[src/rtl/mvau_inp_reuse_buffer_pkg.sv]
// mvau_defn: shared types and helpers for the MVAU input reuse buffer.
package mvau_defn;

    typedef enum logic {FILL, REPLAY} inp_buf_state_t;

    function automatic int addr_w(input int n);
        return (n > 1) ? $clog2(n) : 1;
    endfunction

endpackage

[src/rtl/mvau_inp_mem.sv]
// mvau_inp_mem: vector storage with synchronous write and combinational read.
// Depth is the full address space so any AW-bit address indexes a real entry.
module mvau_inp_mem #(
    parameter int W  = 8,
    parameter int AW = 2
) (
    input  logic          clk,
    input  logic          we,
    input  logic [AW-1:0] waddr,
    input  logic [W-1:0]  wdata,
    input  logic [AW-1:0] raddr,
    output logic [W-1:0]  rdata
);

    logic [W-1:0] mem [0:(2**AW)-1];

    always_ff @(posedge clk) begin
        if (we) mem[waddr] <= wdata;
    end

    assign rdata = mem[raddr];

endmodule

[src/rtl/mvau_inp_reuse_buffer.sv]
// mvau_inp_reuse_buffer: forwards one input vector while storing it, then
// replays it NF-1 times so every neuron fold reuses the same activations.
module mvau_inp_reuse_buffer
    import mvau_defn::*;
#(
    parameter int TI      = 8,
    parameter int MatrixW = 8,
    parameter int MatrixH = 6,
    parameter int SIMD    = 2,
    parameter int PE      = 2
) (
    input  logic          clk,
    input  logic          rst,
    input  logic          in_v,
    output logic          in_rdy,
    input  logic [TI-1:0] in,
    output logic          out_v,
    input  logic          out_rdy,
    output logic [TI-1:0] out,
    output logic          out_sf_last,
    output logic          out_nf_last,
    output logic          busy
);

    localparam int SF       = MatrixW / SIMD;
    localparam int NF       = MatrixH / PE;
    localparam int BUF_ADDR = addr_w(SF);
    localparam int NF_W     = addr_w(NF);
    localparam logic [BUF_ADDR-1:0] SF_LAST = BUF_ADDR'(SF - 1);
    localparam logic [NF_W-1:0]     NF_LAST = NF_W'(NF - 1);

    inp_buf_state_t      state_q, state_d;
    logic [BUF_ADDR-1:0] sf_q, sf_d;
    logic [NF_W-1:0]     nf_q, nf_d;
    logic [TI-1:0]       out_q, out_d, rdata;
    logic                out_v_q, out_v_d, sfl_q, sfl_d, nfl_q, nfl_d;
    logic                fill, adv, load, sf_end;

    assign fill   = state_q == FILL;
    assign adv    = !out_v_q || out_rdy;
    assign load   = fill ? in_v && adv : adv;
    assign sf_end = sf_q == SF_LAST;

    assign in_rdy      = fill && adv;
    assign busy        = !fill;
    assign out         = out_q;
    assign out_v       = out_v_q;
    assign out_sf_last = sfl_q;
    assign out_nf_last = nfl_q;

    mvau_inp_mem #(.W(TI), .AW(BUF_ADDR)) u_mem (
        .clk   (clk),
        .we    (fill && load),
        .waddr (sf_q),
        .wdata (in),
        .raddr (sf_q),
        .rdata (rdata)
    );

    always_comb begin
        state_d = state_q;
        sf_d    = sf_q;
        nf_d    = nf_q;
        out_d   = out_q;
        out_v_d = out_v_q && !out_rdy;
        sfl_d   = sfl_q;
        nfl_d   = nfl_q;
        if (load) begin
            out_d   = fill ? in : rdata;
            out_v_d = 1'b1;
            sfl_d   = sf_end;
            nfl_d   = fill ? NF == 1 : nf_q == NF_LAST;
            sf_d    = sf_end ? '0 : sf_q + 1'b1;
            if (sf_end && fill && NF > 1) begin
                state_d = REPLAY;
                nf_d    = NF_W'(1);
            end else if (sf_end && !fill) begin
                nf_d    = (nf_q == NF_LAST) ? '0 : nf_q + 1'b1;
                state_d = (nf_q == NF_LAST) ? FILL : REPLAY;
            end
        end
    end

    always_ff @(posedge clk or posedge rst) begin
        if (rst) begin
            state_q <= FILL;
            sf_q    <= '0;
            nf_q    <= '0;
            out_q   <= '0;
            out_v_q <= 1'b0;
            sfl_q   <= 1'b0;
            nfl_q   <= 1'b0;
        end else begin
            state_q <= state_d;
            sf_q    <= sf_d;
            nf_q    <= nf_d;
            out_q   <= out_d;
            out_v_q <= out_v_d;
            sfl_q   <= sfl_d;
            nfl_q   <= nfl_d;
        end
    end

endmodule

[config.mk]
export PLATFORM = sky130hd
export DESIGN_NAME = mvau_inp_reuse_buffer
export DESIGN_NICKNAME = d
export VERILOG_FILES = /design/src/rtl/mvau_inp_reuse_buffer_pkg.sv /design/src/rtl/mvau_inp_mem.sv /design/src/rtl/mvau_inp_reuse_buffer.sv
export SDC_FILE = /design/constraint.sdc
export NUM_CORES = 1
export LEC_CHECK = 0
export BUFFER_PORTS_ARGS = -buffer_cell sky130_fd_sc_hd__buf_2
export CORE_MARGIN = 4
export CORE_UTILIZATION = 55
export CTS_BUF_LIST = sky130_fd_sc_hd__clkbuf_8
export DETAILED_ROUTE_END_ITERATION = 6
export PLACE_DENSITY = 0.83
export SETUP_SLACK_MARGIN = 0.1
export SYNTH_ARGS = -nofsm -noshare
export SYNTH_HDL_FRONTEND = slang
export SYNTH_SLANG_ARGS = --single-unit
[constraint.sdc]
create_clock -name clk -period 1.67 [get_ports clk]
set_input_delay 0.0835 -clock clk [delete_from_list [all_inputs] [get_ports clk]]
set_output_delay 0.0835 -clock clk [all_outputs]
set_load 0.05 [all_outputs]
==> results.txt <==
Hold Path Sink -> u_mem.mem[2][0]
Pre-antenna DRT Iters -> 4
Req. time, crit path -> 1.85 ns
Reg-to-reg startpoint -> sf_q[1]
Largest net degree at the start of global routing -> 17
Crit path DAT -> 1.65 ns
Hold Path Class -> input port to register
Hold_sp -> in[0]
Area Growth Syn to Fin -> 15.7%
CTS tree -> yes
Hold Path Depth -> 1
Min setup slack post-route -> 0.192 ns
DRT Wirelength -> 3880 µm
Worst Clk Skew -> 0.00690 ns
Maximum level of the CTS H-tree -> 2
Post-Syn Area per Cell -> 16.6 µm²
Post-DP Area -> 2210 µm²
Fin Hold WS -> 0.0260 ns
Die ar. -> 4650 µm²
Die X -> 68.2 µm
Vias in the first global route -> 1,199
DRC Markers -> 0
Die extent in y -> 68.2 µm
Outcome -> complete, no violations
Gr usage total -> 0.190
Wire per inst -> 19.1 µm
Setup slack at placement -> 0.0795 ns
CTS Buf Count -> 5
Site Rows -> 21
Period minus WS final -> 1.48 ns
DR vias -> 1,200
Synth Instances -> 120
Fillers -> 231
Critical path launch point -> sf_q[1]
Post-CTS Setup Inserts -> 0
Crit. End Element -> register
CTS Root Cell -> clkbuf_8
Final period utilization -> 0.885
Global-route wire length before repair -> 6090 µm
Overall Power -> 0.00384 W
Fin area -> 2310 µm²
Worst-Margin Slew -> 0.682 ns
Layout cells sized above 1 -> 0.344
Starting density of the core -> 0.584
Setup slack, reg-to-reg -> 0.19 ns
Pwr dens -> 1660 nW/µm²
Clock net sink count -> 48
Nets -> 173
I/O pin cnt -> 25
Final hold violation count -> 0
Cell variety after synth -> 30
Clk pin slew, worst setup/hold paths -> 0.08 ns
Leakage -> 0.911 nW
Cell Area, Synth -> 1990 µm²
Register area share after synthesis -> 0.683
Total of max-cap violations -> 0
RSZ-0062 raised after global routing -> false
DP Wirelength -> 2810 µm
Routability Congestion -> 0.815
First DRT Iteration DRCs -> 70
Setup TNS -> 0 ns
Max Fclk -> 0.677 GHz
Warnings from Yosys -> 0
Max Buffers Root-to-Sink -> 2
FF-to-FF End -> nf_q[1]
Slew HR -> 0.545
VDD IR max -> 0.000898 V
ANT cells -> 0
Post-synthesis net count -> 137
Port Buffers -> 24
Overflow after GRT -> 0
Crit path max fanout -> 9
Setup CP Type -> register to register
Startpoint Class -> register
Post-route ant nets -> 0
Initial antenna violation count -> 0
R2R depth -> 4
FF+latch count, synth -> 48
Clk_lat worst skew -> 0.30 ns
Vias per cell -> 5.91
Final setup vio count -> 0
Multi-input gate area -> 579 µm²
FF/Latch Area -> 1360 µm²
Core area -> 3420 µm²
Slew Viols, Final -> 0
## power by group
part           switching [W]  internal, W
logic               0.000949     0.000606
clock network       0.000351     0.000282
registers           0.000175      0.00147
## final cells by class
class,instances,share of cell area
multi-input combinational,63,0.251
sequential,48,0.591
tap,46,0.0249
timing repair buffer,34,0.0856
inverter,4,0.0125
clock inverter,3,0.00542
clock buffer,5,0.0298
## routing by layer
layer  GRT usage  share of wire  vias up
met3      0.0493          0.073        2
met5           0              0        -
met2       0.302           0.51       43
li1            -              -      539
met1       0.251           0.41      616
met4      0.0744         0.0021        0
## worst max-delay path by stage
| stage | depth (start not counted) | slack (ns) | end |
|---|---|---|---|
| floorplan | 3 | 0.12 | u_mem.mem[0][0] |
| global placement | 3 | 0.13 | u_mem.mem[0][2] |
| detailed placement | 3 | 0.08 | u_mem.mem[0][2] |
| CTS | 4 | 0.16 | out[3] |
| global route | 4 | 0.12 | nf_q[1] |
| finish | 4 | 0.19 | nf_q[1] |
## cell usage in the layout (no fill, tap or decap), drive strengths merged, types with 2 or more instances in the layout
| cell type | netlist | routed |
|---|---|---|
| nand2 | 2 | 2 |
| edfxtp | 32 | 32 |
| nor3b | 2 | 2 |
| nor2 | 6 | 6 |
| mux2 | 2 | 2 |
| a2bb2oi | 7 | 7 |
| and3 | 4 | 4 |
| buf | 4 | 33 |
| inv | 3 | 5 |
| a31oi | 2 | 2 |
| clkbuf | 1 | 5 |
| o21ai | 3 | 3 |
| nand3 | 2 | 2 |
| nand2b | 2 | 2 |
| o22ai | 8 | 8 |
| dfrtp | 16 | 16 |
| ha | 5 | 5 |
| nor2b | 2 | 2 |
| mux4 | 8 | 8 |
## worst max-delay path, cell delays in order, from the launching register on
cell	delay, ns
dfrtp_2	0.47
ha_1	0.26
nor2b_1	0.27
nor3b_1	0.07
mux2_1	0.29
## metrics by stage
step,utilization,instances
after floorplan,-,120
after global placement,0.648,194
after detailed placement,0.648,194
after CTS,0.675,203
after global routing,0.676,203
final,0.676,203
## logic make-up after synthesis
group | count (synthesis) | share of synthesized area
flip-flops | 48 | 0.683
AND/OR/NAND/NOR | 26 | 0.0765
AO/OA/AOI/OAI | 21 | 0.0734
multiplexers | 11 | 0.107
buffers and inverters | 9 | 0.0295
adder cells (fa/ha/maj) | 5 | 0.0314
## state kept, by name, summed over array words and instances (netlist names)
| name | cells |
|---|---|
| sf_q | 2 |
| out | 8 |
| busy | 1 |
| out_v | 1 |
| u_mem.mem | 32 |
| out_nf_last | 1 |
| out_sf_last | 1 |
| nf_q | 2 |
## Yosys cell counts (all sizes together)
master    n  share of area
edfxtp   32           0.48
and3      4          0.013
nand2b    2         0.0063
a211oi    1         0.0038
inv       3         0.0056
clkbuf    1         0.0019
nor2      6          0.011
mux2i     1         0.0050
mux2      2          0.011
nor3      1         0.0050
a31oi     2         0.0063
o21ai     3         0.0075
or2b      1         0.0038
bufinv    1         0.0088
or2       1         0.0031
and2b     1         0.0038
or4       1         0.0038
buf       4          0.013
nand2     2         0.0038
mux4      8          0.090
nand4b    1         0.0044
nor3b     2         0.0075
dfrtp    16           0.20
nor2b     2         0.0063
o22ai     8          0.025
ha        5          0.031
nand3     2         0.0050
a2bb2oi   7          0.031
## what timing repair did
| action | in CTS | in global routing |
|---|---|---|
| endpoints found under the hold margin | 16 | 0 |
| hold buffers | 1 | 0 |
| endpoints found under the setup margin | 9 | 11 |
| gates resized for setup | 2 | 2 |
(Power assumes the default switching activity.)
